===== src/rtl/regfile_pkg.sv =====
// Shared constants and types for the register-file write-back path.
// Widths of the 32x32 register file, the hard-zero register and counter.
package regfile_pkg;

  localparam int REG_ADDR_W = 5;
  localparam int REG_DATA_W = 32;
  localparam logic [REG_ADDR_W-1:0] REG_ZERO = 5'd0;
  localparam int WB_CNT_W = 16;

  typedef logic [WB_CNT_W-1:0] wb_cnt_t;

endpackage


===== src/rtl/rr_arbiter.sv =====
// Round-robin arbiter: one-hot grant searched from ptr, ptr moves on advance.
// Ports: clock, ctrl_reset_n, req[N], advance -> grant[N], winner index.
module rr_arbiter #(
  parameter int N     = 3,
  parameter int IDX_W = $clog2(N)
) (
  input  logic             clock,
  input  logic             ctrl_reset_n,
  input  logic [N-1:0]     req,
  input  logic             advance,
  output logic [N-1:0]     grant,
  output logic [IDX_W-1:0] winner
);

  logic [IDX_W-1:0] r_ptr;
  logic [IDX_W:0]   w_c;
  logic             w_found;

  // Walk ptr, ptr+1, ... wrapping at N; first valid request wins.
  always_comb begin
    grant   = '0;
    winner  = '0;
    w_found = 1'b0;
    w_c     = '0;
    for (int k = 0; k < N; k++) begin
      w_c = {1'b0, r_ptr} + (IDX_W+1)'(k);
      if (w_c >= (IDX_W+1)'(N))
        w_c = w_c - (IDX_W+1)'(N);
      if (!w_found && req[w_c[IDX_W-1:0]]) begin
        w_found                  = 1'b1;
        grant[w_c[IDX_W-1:0]]    = 1'b1;
        winner                   = w_c[IDX_W-1:0];
      end
    end
  end

  always_ff @(posedge clock or negedge ctrl_reset_n) begin
    if (!ctrl_reset_n)
      r_ptr <= '0;
    else if (advance)
      r_ptr <= (winner == IDX_W'(N-1)) ? '0
             : winner + 1'b1;
  end

endmodule


===== src/rtl/regfile_wb_arbiter.sv =====
// Write-back arbiter for the register file's single write port.
// Ports: req_valid/addr/data in, req_ready out, stall in;
//        registered ctrl_writeEnable/ctrl_writeReg/data_writeReg, wb_count.
module regfile_wb_arbiter
  import regfile_pkg::*;
#(
  parameter int NUM_REQ = 3,
  parameter int ADDR_W  = REG_ADDR_W,
  parameter int DATA_W  = REG_DATA_W
) (
  input  logic                      clock,
  input  logic                      ctrl_reset_n,
  input  logic [NUM_REQ-1:0]        req_valid,
  input  logic [NUM_REQ*ADDR_W-1:0] req_addr,
  input  logic [NUM_REQ*DATA_W-1:0] req_data,
  output logic [NUM_REQ-1:0]        req_ready,
  input  logic                      stall,
  output logic                      ctrl_writeEnable,
  output logic [ADDR_W-1:0]         ctrl_writeReg,
  output logic [DATA_W-1:0]         data_writeReg,
  output logic [WB_CNT_W-1:0]       wb_count
);

  localparam int IDX_W = $clog2(NUM_REQ);

  logic [NUM_REQ-1:0] w_grant;
  logic [IDX_W-1:0]   w_win;
  logic               w_xfer;
  logic [ADDR_W-1:0]  w_addr;
  logic [DATA_W-1:0]  w_data;

  logic               r_we;
  logic [ADDR_W-1:0]  r_addr;
  logic [DATA_W-1:0]  r_data;
  wb_cnt_t            r_cnt;

  rr_arbiter #(
    .N     (NUM_REQ),
    .IDX_W (IDX_W)
  ) u_arb (
    .clock        (clock),
    .ctrl_reset_n (ctrl_reset_n),
    .req          (req_valid),
    .advance      (w_xfer),
    .grant        (w_grant),
    .winner       (w_win)
  );

  // Reset is folded in so nothing is accepted while the block is held.
  assign req_ready = w_grant
                   & {NUM_REQ{~stall & ctrl_reset_n}};
  assign w_xfer    = |(req_valid & req_ready);
  assign w_addr    = req_addr[w_win*ADDR_W +: ADDR_W];
  assign w_data    = req_data[w_win*DATA_W +: DATA_W];

  always_ff @(posedge clock or negedge ctrl_reset_n) begin
    if (!ctrl_reset_n) begin
      r_we   <= 1'b0;
      r_addr <= '0;
      r_data <= '0;
    end else if (w_xfer) begin
      r_we   <= (w_addr != ADDR_W'(REG_ZERO));
      r_addr <= w_addr;
      r_data <= w_data;
    end else begin
      r_we   <= 1'b0;
    end
  end

  // Counts writes as they are presented to the register file.
  always_ff @(posedge clock or negedge ctrl_reset_n) begin
    if (!ctrl_reset_n)
      r_cnt <= '0;
    else if (r_we)
      r_cnt <= r_cnt + 1'b1;
  end

  assign ctrl_writeEnable = r_we;
  assign ctrl_writeReg    = r_addr;
  assign data_writeReg    = r_data;
  assign wb_count         = r_cnt;

endmodule


===== config.mk =====
export PLATFORM = sky130hd
export DESIGN_NAME = regfile_wb_arbiter
export DESIGN_NICKNAME = d
export VERILOG_FILES = /design/src/rtl/regfile_pkg.sv /design/src/rtl/rr_arbiter.sv /design/src/rtl/regfile_wb_arbiter.sv
export SDC_FILE = /design/constraint.sdc
export NUM_CORES = 1
export LEC_CHECK = 0
export CAP_MARGIN = 40
export CORE_MARGIN = 2
export CORE_UTILIZATION = 38
export CTS_BUF_LIST = sky130_fd_sc_hd__clkbuf_2 sky130_fd_sc_hd__clkbuf_4 sky130_fd_sc_hd__clkbuf_8
export DETAILED_ROUTE_END_ITERATION = 8
export GPL_TIMING_DRIVEN = 0
export PLACE_DENSITY = 0.86
export SLEW_MARGIN = 20
export SYNTH_ARGS = -nofsm -noshare
export SYNTH_HDL_FRONTEND = slang
export SYNTH_SLANG_ARGS = --single-unit

===== constraint.sdc =====
create_clock -name clock -period 2.6 [get_ports clock]
set_input_delay 0.52 -clock clock [delete_from_list [all_inputs] [get_ports clock]]
set_output_delay 0.52 -clock clock [all_outputs]
set_load 0.1 [all_outputs]

---- Word level (Yosys, flattened, before mapping) ----
Cells that the tools add are included.
word-level totals
  flip-flop bits (word level) ............. 56
  bits in latches ......................... 0
  bits in writable memories ............... 0
  bits in read-only memories .............. 0
  input port bits ......................... 117
  output and inout bits ................... 57
  logic and storage cells ................. 65
  memories ................................ 0
cells by class
  $add $sub $neg .......................... 7
  multipliers ............................. 1
  div/mod/pow operators ................... 0
  $lt $le $gt $ge ......................... 9
  eq/ne operators ......................... 1
  shifts and indexed selects .............. 2
  mux-type cells .......................... 25
  bitwise gates (word level) .............. 6
  reductions and logical operators ........ 9
operators by type and width
  cell                     count
  $shiftx A96 B8 Y32       1
  $add A16 B1 Y16 const B  1
  $shiftx A15 B6 Y5        1
  $mux W2                  7
  $lt A2 B3 Y1 const B     3
  $mux W1                  9
  $mux W3                  3
  $and A3 B3 Y3            2
  $bmux W1 S2              3
  $demux W1 S2             3
  $ge A2 B1 Y1 const B     3
  $ge A3 B2 Y1 const B     2
  $or A3 B3 Y3             2
  $sub A2 B2 Y2 const B    3
  $logic_and A1 B1 Y1      5
  $mul A2 B3 Y5 const B    1
  $reduce_bool A5 Y1       1
  $add A2 B1 Y3 const B    1
  $add A2 B2 Y3 const B    1
  $reduce_or A3 Y1         1
  $add A2 B1 Y2 const B    1
  $eq A2 B2 Y1 const B     1
  $ge A2 B2 Y1 const B     1
  $logic_not A1 Y1         2
  2 further kinds          2

---- Logic depth before layout (Yosys ltp) ----
Gate-level depths: netlist of run 1.
  depth after elaboration ................. 15
  mapped depth ............................ 11
  depth with buffers taken out ............ 8

---- By module ----
A second synthesis of run 1 with hierarchy kept.
second synthesis, totals
  cell total of the unflattened synthesis .. 324
  area, all modules ....................... 3,357.0 um2
by module, submodules not included
  module              instances  cells an instance  area an instance (um2)  sequential area each (um2)
  regfile_wb_arbiter  1          268                2,929.1                 1,351.3
  rr_arbiter          1          56                 427.9                   50.0

---- Least setup slack after synthesis of run 1 ----
Ideal clock, no wire load.
  kind .................................... register to register
  start point ............................. register u_arb.r_ptr[0]
  end point ............................... register r_addr[0] (netlist: ctrl_writeReg[0])
  library setup time ...................... 0.126 ns
  arrival time ............................ 4.590 ns
  data required time ...................... 2.474 ns
  setup slack ............................. -2.116 ns
  stages on the path, launching flop included .. 11
  path buffers ............................ 2
  clock period less this slack ............ 4.716 ns
  cells stage by stage .................... dfrtp_1 > inv_1 > ha_1 > buf_2 > nand3b_1 > a21bo_1 > nand3_1 > a21boi_0 > a221o_2 > buf_6 > mux2_4
between the ends
  cells in the longest elaborated chain, start to end .. 14
  elaborated cells between the ends (all ways) .. 51
  those cells by class .................... add/sub (5); mul (1); order compare (9); shift (1); mux (23); bitwise (4); reduce/logical (8)
RTL lines
  element                                                               RTL line                  RTL
  from (decl)                                                           rr_arbiter.sv:15          logic [IDX_W-1:0] r_ptr;
  from (signal assigned)                                                rr_arbiter.sv:41          r_ptr <= (winner == IDX_W'(N-1)) ? '0
  $add A2 B1 Y3 (tied with other cells)                                 rr_arbiter.sv:26          w_c = {1'b0, r_ptr} + (IDX_W+1)'(k);
  $ge A3 B2 Y1 (tied with other cells)                                  rr_arbiter.sv:27          if (w_c >= (IDX_W+1)'(N))
  $mux W2 (tied with other cells)                                       rr_arbiter.sv:27
  $lt A2 B3 Y1 (implied by the code) (tied with other cells)            rr_arbiter.sv:31          grant[w_c[IDX_W-1:0]] = 1'b1;
  $logic_and A1 B1 Y1 (implied by the code) (tied with other cells)     rr_arbiter.sv:31
  $mux W1 (implied by the code) (tied with other cells)                 rr_arbiter.sv:31
  $demux W1 S2 (tied with other cells)                                  -
  $or A3 B3 Y3 (no line) / $mux W1 (equally long branches)              -
  $mux W3 / $logic_not A1 Y1 (equally long branches)                    rr_arbiter.sv:29          if (!w_found && req[w_c[IDX_W-1:0]]) begin
  $or A3 B3 Y3 (no line) / $logic_and A1 B1 Y1 (equally long branches)  -
  $mux W3 (*)                                                           rr_arbiter.sv:29
  $and A3 B3 Y3 (*)                                                     regfile_wb_arbiter.sv:51  & {NUM_REQ{~stall & ctrl_reset_n}};
  via req_ready[2]                                                      regfile_wb_arbiter.sv:16  output logic [NUM_REQ-1:0] req_ready,
  $and A3 B3 Y3 (*)                                                     regfile_wb_arbiter.sv:52  assign w_xfer = |(req_valid & req_ready);
  $reduce_or A3 Y1 (*)                                                  regfile_wb_arbiter.sv:52
  to (signal assigned)                                                  regfile_wb_arbiter.sv:63  r_addr <= w_addr;
  to (decl)                                                             regfile_wb_arbiter.sv:33  logic [ADDR_W-1:0] r_addr;
Mark *: on every way through the listed nets, which the timed path passes. The rest lies on a longest branch. The select of a mux whose other input is x is not followed.
A chain may end at the register's enable or synchronous reset.

---- Worst setup path after layout of run 1 ----
  start point ............................. register u_arb.r_ptr[1]
  end point ............................... register r_data[18] (netlist: data_writeReg[18])
between the ends
  cells in the longest elaborated chain, start to end .. 14
  elaborated cells between the ends (all ways) .. 50
  those cells by class .................... add/sub (5); order compare (9); shift (1); mux (23); bitwise (4); reduce/logical (8)
RTL lines
  element                                                               RTL line                  RTL
  $add A2 B1 Y3 (tied with other cells)                                 rr_arbiter.sv:26
  $ge A3 B2 Y1 (tied with other cells)                                  rr_arbiter.sv:27
  $mux W2 (tied with other cells)                                       rr_arbiter.sv:27
  $lt A2 B3 Y1 (implied by the code) (tied with other cells)            rr_arbiter.sv:31
  $logic_and A1 B1 Y1 (implied by the code) (tied with other cells)     rr_arbiter.sv:31
  $mux W1 (implied by the code) (tied with other cells)                 rr_arbiter.sv:31
  $demux W1 S2 (tied with other cells)                                  -
  $or A3 B3 Y3 (no line) / $mux W1 (equally long branches)              -
  $mux W3 / $logic_not A1 Y1 (equally long branches)                    rr_arbiter.sv:29
  $or A3 B3 Y3 (no line) / $logic_and A1 B1 Y1 (equally long branches)  -
  $mux W3                                                               rr_arbiter.sv:29
  $and A3 B3 Y3                                                         regfile_wb_arbiter.sv:51
  $and A3 B3 Y3                                                         regfile_wb_arbiter.sv:52
  $reduce_or A3 Y1                                                      regfile_wb_arbiter.sv:52
  to (signal assigned)                                                  regfile_wb_arbiter.sv:64  r_data <= w_data;
  to (decl)                                                             regfile_wb_arbiter.sv:34  logic [DATA_W-1:0] r_data;
Several ways; a longest one is shown, not always the timed one. The select of a mux whose other input is x is not followed.

==> results of run 1 <==
## per-layer routing
metal  up-vias  routed length, um  track usage, %  part of all wire (%)
met4         0                274           9.062                   2.1
met1      1779               4900           26.35                    38
met3        21                663           4.318                   5.1
met2       175               7075           44.61                    55
met5         -                  0               0                     0
li1       1676                  -               -                     -
## state kept, by name (all words and copies together) (netlist names)
signal and flops:
data_writeReg 32, ctrl_writeReg 5, u_arb.r_ptr 2, ctrl_writeEnable 1
wb_count 16
## worst register-to-register path, cell delays in order (launching register included)
cell                      delay, ps
sky130_fd_sc_hd__dfrtp_1        420
sky130_fd_sc_hd__buf_6          140
sky130_fd_sc_hd__ha_4           300
sky130_fd_sc_hd__buf_6          130
sky130_fd_sc_hd__buf_6          100
sky130_fd_sc_hd__inv_2           40
sky130_fd_sc_hd__a21bo_1        220
sky130_fd_sc_hd__nand2_2         90
sky130_fd_sc_hd__a41oi_4        120
sky130_fd_sc_hd__buf_4          150
sky130_fd_sc_hd__a221o_4        510
sky130_fd_sc_hd__buf_12         200
sky130_fd_sc_hd__mux2_4         310
## cells in the mapped netlist, types with 2 or more instances
| library cell | number | area share, % |
|---|---|---|
| sky130_fd_sc_hd__nor4_1 | 4 | 0.71 |
| sky130_fd_sc_hd__o211ai_1 | 3 | 0.64 |
| sky130_fd_sc_hd__a31oi_1 | 2 | 0.35 |
| sky130_fd_sc_hd__nand3b_1 | 2 | 0.43 |
| sky130_fd_sc_hd__a21oi_1 | 2 | 0.28 |
| sky130_fd_sc_hd__mux2_4 | 39 | 17 |
| sky130_fd_sc_hd__nor2_1 | 5 | 0.53 |
| sky130_fd_sc_hd__nand2b_1 | 3 | 0.53 |
| sky130_fd_sc_hd__nor3_1 | 2 | 0.28 |
| sky130_fd_sc_hd__nand2_1 | 42 | 4.5 |
| sky130_fd_sc_hd__xnor2_1 | 10 | 2.5 |
| sky130_fd_sc_hd__mux2_2 | 2 | 0.64 |
| sky130_fd_sc_hd__and4_1 | 3 | 0.75 |
| sky130_fd_sc_hd__buf_2 | 8 | 1.1 |
| sky130_fd_sc_hd__o21a_1 | 2 | 0.43 |
| sky130_fd_sc_hd__dfrtp_1 | 56 | 40 |
| sky130_fd_sc_hd__nor2b_1 | 5 | 0.89 |
| sky130_fd_sc_hd__nand3_1 | 6 | 0.85 |
| sky130_fd_sc_hd__xor2_1 | 5 | 1.2 |
| sky130_fd_sc_hd__clkbuf_1 | 8 | 0.85 |
| sky130_fd_sc_hd__mux2i_1 | 38 | 11 |
| sky130_fd_sc_hd__nand4_1 | 6 | 1.1 |
| sky130_fd_sc_hd__and3_1 | 4 | 0.71 |
| sky130_fd_sc_hd__inv_1 | 6 | 0.64 |
| sky130_fd_sc_hd__o21ai_0 | 40 | 5.7 |
| sky130_fd_sc_hd__ha_1 | 5 | 1.8 |
| sky130_fd_sc_hd__buf_6 | 4 | 1.3 |
## timing repair
item | 4_1_cts | 5_1_grt
endpoints found under the setup margin | 43 | 43
pin swaps | 6 | 6
gates cloned | 0 | 4
buffers inserted | 4 | 6
gates resized for setup | 30 | 27
## stage by stage
stage	utilization [%]	setup TNS [ps]
final	74.81	-9051
after global routing	74.81	-12070
after CTS	72.01	-2890
after detailed placement	69.93	-17830
after global placement	59.60	-124980
after floorplan	-	-19670
## area by class of cell
| type | count | area (um2) |
|---|---|---|
| Timing Repair Buffer | 241 | 2835 |
| Fill cell | 581 | 2295 |
| Multi-Input combinational cell | 246 | 2123 |
| Sequential cell | 56 | 1403 |
| Buffer | 21 | 180.2 |
| Tap cell | 111 | 138.9 |
| Clock buffer | 6 | 76.32 |
| Clock inverter | 2 | 35.03 |
| Inverter | 6 | 22.52 |
## worst max-delay path by stage
stage | cells after the start | endpoint | from
after global routing | 8 | req_ready[0] | u_arb.r_ptr[1]$_DFFE_PN0P_
after floorplan | 10 | ctrl_writeReg[4]$_DFFE_PN0P_ | u_arb.r_ptr[1]$_DFFE_PN0P_
final | 12 | data_writeReg[18]$_DFFE_PN0P_ | u_arb.r_ptr[1]$_DFFE_PN0P_
after detailed placement | 7 | req_ready[0] | req_valid[0]
after CTS | 7 | req_ready[0] | u_arb.r_ptr[1]$_DFFE_PN0P_
after global placement | 5 | req_ready[0] | ctrl_reset_n
## power by group
part	internal [W]	switching (W)
clock	0.000297	0.000280
combinational	0.00341	0.00444
sequential	0.00123	0.000277
## cell families (layout without fill, tap and decap cells)
logic type | after synthesis | count (layout)
simple gates | 87 | 87
mux | 79 | 79
compound gates | 60 | 60
flops | 56 | 56
buf+inv | 27 | 276
xor+xnor | 15 | 15
fa+ha+maj | 5 | 5
==> results.txt, run 1 <==
* Synth Flop Type: sky130_fd_sc_hd__dfrtp_1
- The longest clock path from root to sink contains 2 buffers.
- In this run the critical register-to-register path is launched from u_arb.r_ptr[1]$_DFFE_PN0P_.
- The number of antenna diodes in the final layout is 0.
- The slowest stage of the critical path belongs to the cell sky130_fd_sc_hd__a221o_4.
* Min Hold Slack: ~230 ps
- Proportion of register bits with asynchronous set or reset after synthesis: between 90% and 100%
* Synth Area in XOR/XNOR: around 3.7%
- Fmax achieved: 352.6 MHz
* CTS tree: yes
- The run finished, with violations left.
* Post-Layout Inst Area: between 6000 and 7000 um2
- Number of standard cells in the final layout excluding fillers: about 700
- After detailed routing, the average wire length per cell comes to 18.74 um.
* Clock buffer count from CTS: 5
- Simple-gate share of the synthesized area: approximately an eighth
- Dividing the detail-routed via count by the number of cells gives roughly 5.3.
- The library cell used most frequently in the layout, excluding fill and tap cells, is sky130_fd_sc_hd__clkdlybuf4s50_1.
- Netlist area before placement: 3526 um2
- In this design, the largest share of critical-path delay is due to compound AO/OA/AOI/OAI gates.
- Dividing total power by cell area gives a power density of 1458 nW/um2.
- Sequential elements use 39.74% of the synthesized area.
- Detailed placement finished with a half-perimeter wire length of roughly 9.6 mm.
- Summed over all layers, the routed wires come to between 10 and 15 mm.
- The die covers approximately 10000 um2.
- Subtracting the final worst setup slack from the clock period gives 2836 ps.
* Vertical extent of the die: approximately 100 um
- Number of antenna violations at the first check in global routing: 0
- Gr usage total: roughly a quarter
- Relative to the synthesized area, the layout overhead comes to 93.26%.
- Number of buffer and inverter instances along the worst setup path: 6
- The worst setup path is launched from a flip-flop.
- The number of placed instances, taps included, is 668.
- Via Count: 3651
* Initial core utilization: about two fifths
* Final total power: 0.009935 W
- The count of buffers added on input and output ports is 171.
* Hold-fix buffers, CTS: 0
* Row Count: 35
- A synthesized cell averages 10.72 um2.
- Type of the worst setup path: flip-flop to flip-flop
- Remaining antenna violation count after routing: 0
- In the post-route analysis, the smallest setup slack over all paths is -235.9 ps.
* Clock input transition at the sequential cells of the worst setup and hold paths: around 100 ps
* Yosys cell types: between 40 and 50
* Net Count, Synth: 451
* Synth warnings: 0
- Endpoint class of the critical path: flip-flop
* Commonest cells after routing, fill and taps aside: 166 x sky130_fd_sc_hd__clkdlybuf4s50_1, 55 x sky130_fd_sc_hd__dfrtp_1, 47 x sky130_fd_sc_hd__buf_8, 40 x sky130_fd_sc_hd__mux2_4, 40 x sky130_fd_sc_hd__nand2_1
- IR analysis of the VDD net gives a maximum drop of between 1 and 1.5 mV.
- Cell seen most often among critical-path stages: sky130_fd_sc_hd__buf_6
- Cells with a size suffix above 1 make up 28.55% of the layout.
* Vias in the first global route: between 3000 and 4000
- Number of instances in the synthesized netlist: between 300 and 400
- In this run, synthesis produced a sequential element count of 56.
- STA puts the critical path data required time at approximately 2800 ps.
* Arr. time, crit path: 3030 ps
- Measured along the x axis, the die boundary spans 100.3 um.
- After floorplanning, the core was sized to cover between 9000 and 10000 um2.
- Dpl cell area: 6370 um2
- RSZ-0062 raised after global routing: true
* Max-cap violation count: 0
- Summing the areas of all fa, ha and maj instances in the mapped netlist gives between 1.5 and 2% of the synthesized area.
- For flop-to-flop paths, the worst setup slack is -240 ps.
- Main combinational cell family by area after synthesis: multiplexers
- Violated checks: negative setup slack
* Depth of the most critical reg-to-reg path: 12
- H-tree lvl count: 2
- Count of final setup violators: 43
- Entering global routing, the biggest net connects 58 pins.
- The pre-antenna-repair detailed-routing pass consisted of 4 iterations.
* Peak fanout along the critical path: 8
- In this run, synthesis inferred 0 flip-flops with an integrated enable.
- Clock skew on the completed layout was measured at slightly below 10 ps.
- The tree is rooted in a sky130_fd_sc_hd__clkbuf_8.
- The largest single stage delay on the critical path is just over 500 ps.
- Starting DRT DRC Count: between 60 and 70
* Worst reg2reg path endpoint: data_writeReg[18]$_DFFE_PN0P_
- Total number of nets in the final design: roughly 700
* Worst min-delay path category: primary input to asynchronous set/reset pin
- Final number of hold-violating endpoints: 0
* Later-pin clock latency in the skew report: about 310 ps
- At the pin with the least slew margin, the transition time is 709.0 ps.
* Global placement routability congestion: 0.8096
* Share of the synthesized area in compound gates (AO/OA/AOI/OAI): 10.26%
* Num Clock Sinks: 56
- Setup slack at placement: -735.0 ps
* Final global-route overflow total: 0
- CP cell instances: buf_6, ha_4, buf_6, buf_6, inv_2, a21bo_1, nand2_2, a41oi_4, buf_4, a221o_4, buf_12, mux2_4
- Leakage component of the power: 2.878 nW
- Pin placement for this block handled around 170 I/O pins.
* Detailed-route DRC error count: 0
- Wire length of the first global-routing pass: about 19 mm
* Period utilization: 109.1%
- Number of pins with negative max-slew slack in the final report: 0
- Multiplexer share of the synthesized area: 28.03%
- In this run the tightest slew margin relative to its limit is between 50% and 60%.
(Power assumes the default switching activity.)
==> run 2: changes to the inputs <==
Settings changed: GPL_ROUTABILITY_DRIVEN set to 0, REMOVE_ABC_BUFFERS set to 1, TNS_END_PERCENT set to 1.
==> run 2 against run 1 <==
The run still ends with negative setup slack left. Setup slack worse by 120 ps. Total power fell by 6.2%. Clock power fell by 14%. Via count is 5.9% lower. First-iteration DRC count down 1.4%. Critical path type is now flip-flop to output port. Largest power group unchanged. Design area is 4.7% lower. Clock skew decreased by 1.1 ps. Non-clock buffer count down 23. Hold slack gained 24 ps. Sequential power is essentially flat.
==> results.txt, run 2 (same netlist as run 1, synthesis figures left out) <==
- Later-pin clock latency in the skew report: 310 ps (about the same)
- Max-cap violation count: 0 (unchanged)
- From synthesis to final layout, the design area changed by 84.17%.
* Remaining antenna violation count after routing: 0 (unchanged)
- The share of the cycle needed by the critical path after routing is 113.8% (+4.8 points).
- The starting utilization of the core area came to 38.71% (unchanged).
* Drt first pass iters: 5 (+1)
- The critical-path maximum fanout was 5 (-3).
- The worst IR drop on VDD is 1.254 mV (+6.0%).
- Most common library cell in the layout ignoring fill and taps: sky130_fd_sc_hd__clkdlybuf4s50_1
- The internal power component came to 0.004518 W (-8.4%).
- Share of post-route cells with drive strength above 1: 24.46% (-4.1 points)
* Row Count: 35 (unchanged)
- The final worst hold slack is 258.8 ps (+23.87 ps).
* Switching part of the total: 51.52% (+1.2 points)
* Detailed-route DRC error count: 0 (unchanged)
* Slew at the pin with the worst max-slew slack: 805.0 ps (+96.02 ps)
- The clock sink count is 56 (unchanged).
- Wire length of the first global-routing pass: 18.37 mm (-2.2%)
* Data required time at the worst endpoint: 2080 ps (-720 ps)
- Vertical extent of the die: 100.3 um (unchanged)
- The cell area power density is 1435 nW/um2 (-1.6%).
- The initial antenna violation count came to 0 (unchanged).
- The minimum period implied by the final worst setup slack is 2960 ps (+124.1 ps).
- Flip-flop count of the largest register after layout: 32 (unchanged)
- The number of pins exceeding their max-slew limit in the final report came to 0 (unchanged).
* Total number of nets in the final design: 677 (-3.1%)
* Type of the worst setup path: flip-flop to output port
- The mean number of vias per cell was 5.153 (-2.8%).
- The area of all placed cells without fillers came to 6494 um2 (-4.7%).
* Clock buffer count from CTS: 5 (unchanged)
* Final setup slack of the worst path: -359.9 ps (-124.1 ps)
- Register share of total power: 16.0% (+0.9 points)
- The static power due to leakage is 2.714 nW (-5.7%).
* Count of pins on the block boundary: 174 (unchanged)
- Crit-path max cell delay: 440 ps (-70 ps)
* Result of the run: complete, but fails checks
- Total routed wirelength: 11.41 mm (-12%)
- RSZ-0062 raised after global routing: true
- The fraction of power consumed by combinational cells came to 78.7% (-0.4 points).
- Clk buf depth: 2 (unchanged)
- The post-DP HPWL was 8.244 mm (-14%).
- The worst setup path is launched from a flip-flop.
* Vias in the first global route: 3677 (-5.8%)
* Clock input transition at the sequential cells of the worst setup and hold paths: 100 ps (about the same)
* Average wire length per cell after detail routing: 17.10 um (-8.8%)
- The maximum number of pins on one net before global-route repair was 58 (unchanged).
- The starting DRC count in detailed routing came to 68 (-1.4%).
- The maximum clock frequency came to 337.8 MHz (-4.2%).
- N_diodes: 0 (unchanged)
- Count of final setup violators: 43 (unchanged)
- The clock power share is 5.3% (-0.5 points).
- The slowest stage of the critical path is the sky130_fd_sc_hd__dfrtp_1 cell.
* Count of buffers inserted at the top-level ports: 173 (+1.2%)
* Depth of the most critical reg-to-reg path: 9 (-3)
* Hold-fix buffers, CTS: 0 (unchanged)
- Endpoint class of the critical path: output port
- Final number of hold-violating endpoints: 0 (unchanged)
- The final design utilization came to 71.29% (-3.5 points).
* Gr usage total: 23.19% (-0.53 points)
- Final global-route overflow total: 0 (unchanged)
- The cell that appears most often on the critical path is sky130_fd_sc_hd__buf_6.
- Via Count: 3437 (-5.9%)
- The maximum level of the CTS H-tree was 2 (unchanged).
- Dpl cell area: 6251 um2 (-1.9%)
* Net switching component of the power: 0.004801 W (-4.0%)
* Area inside the core boundary: 9109 um2 (unchanged)
- Final total power: 0.009319 W (-6.2%)
- Max transition margin: 46.19% (-6.5 points)
- The signal on the critical path passes through buf_6, ha_4, nor4bb_2, a31oi_1, or3_4, a41oi_4, buf_6, buf_12.
* Clock skew: 8.522 ps (-1.099 ps)
- TritonCTS built the clock tree.
- The die span in x was 100.3 um (unchanged).
* Arr. time, crit path: 2440 ps (-590 ps)
- Violated checks: negative setup slack
- The number of fill cells was 609 (+4.8%).
- The die footprint was 10070 um2 (unchanged).
- Leaving out fill and tap cells, the most frequent cells in the layout are 166 x sky130_fd_sc_hd__clkdlybuf4s50_1, 55 x sky130_fd_sc_hd__dfrtp_1, 53 x sky130_fd_sc_hd__buf_8, 42 x sky130_fd_sc_hd__nand2_1, 39 x sky130_fd_sc_hd__mux2_4.
* Worst min-delay path category: primary input to asynchronous set/reset pin
- The tree is rooted in a sky130_fd_sc_hd__clkbuf_8.
==> run 2: per-stage QoR <==
| stage | worst slack, ps | cells | TNS [ps] |
|---|---|---|---|
| floorplan | -2618 | 308 | -106740 |
| global placement | -3638 | 592 | -178820 |
| detailed placement | -885.9 | 652 | -35560 |
| CTS | -330.5 | 667 | -10020 |
| global route | -400.1 | 667 | -15420 |
| finish | -359.9 | 667 | -13540 |
==> run 2: repair_timing <==
action / in CTS / in global routing
pin swaps: 7 / 4
resized for setup: 33 / 3
endpoints found under the setup margin: 43 / 43
cloned: 1 / 0
buffers inserted: 7 / 0
==> run 2: path summary, 6_finish.rpt <==
| check | from | slack, ps | to |
|---|---|---|---|
| worst min-delay path | ctrl_reset_n | 260 | data_writeReg[11]$_DFFE_PN0P_ |
| worst max-delay path | u_arb.r_ptr[1]$_DFFE_PN0P_ | -360 | req_ready[0] |
| max in group asynchronous | ctrl_reset_n | 1850 | u_arb.r_ptr[0]$_DFFE_PN0P_ |
| worst min register to register | wb_count[4]$_DFFE_PN0P_ | 500 | wb_count[4]$_DFFE_PN0P_ |
| min in group clock | wb_count[4]$_DFFE_PN0P_ | 500 | wb_count[4]$_DFFE_PN0P_ |
| worst max register to register | u_arb.r_ptr[1]$_DFFE_PN0P_ | -350 | data_writeReg[2]$_DFFE_PN0P_ |
==> run 2: power by group through the flow <==
stage	Clock (W)	Combinational [W]	Sequential (W)
finish	0.000494	0.00733	0.00150
global route	0.000555	0.00764	0.00154
CTS	0.000514	0.00731	0.00149
detailed placement	0	0.00706	0.00149
global placement	0	0.00574	0.00147
floorplan	0	0.00213	0.00385
==> run 2: worst max-delay path: cells and delay by family (launching register included) <==
kind,cells,cell delay [ps]
buffers and inverters,3,440
flip-flops,1,440
AO/OA/AOI/OAI,2,370
adder cells (fa/ha/maj),1,230
AND/OR/NAND/NOR,2,660
==> run 2: layout make-up <==
class	instances	area [um2]	area share, %
clock buffers	5	68.82	1.060
flip-flops and latches	56	1403	21.60
inverters	6	22.52	0.3468
multi-input cells	247	2108	32.47
repair buffers	239	2726	41.98
well taps	111	138.9	2.139
clock inverters	3	26.28	0.4046
==> run 2: routing by layer <==
metal	global-route usage [%]	share of wire, %	up-vias
met2	43.52	53	158
met1	26.87	39	1625
met3	4.944	5.8	22
met4	5.269	1.8	0
li1	-	-	1632
met5	0	0	-
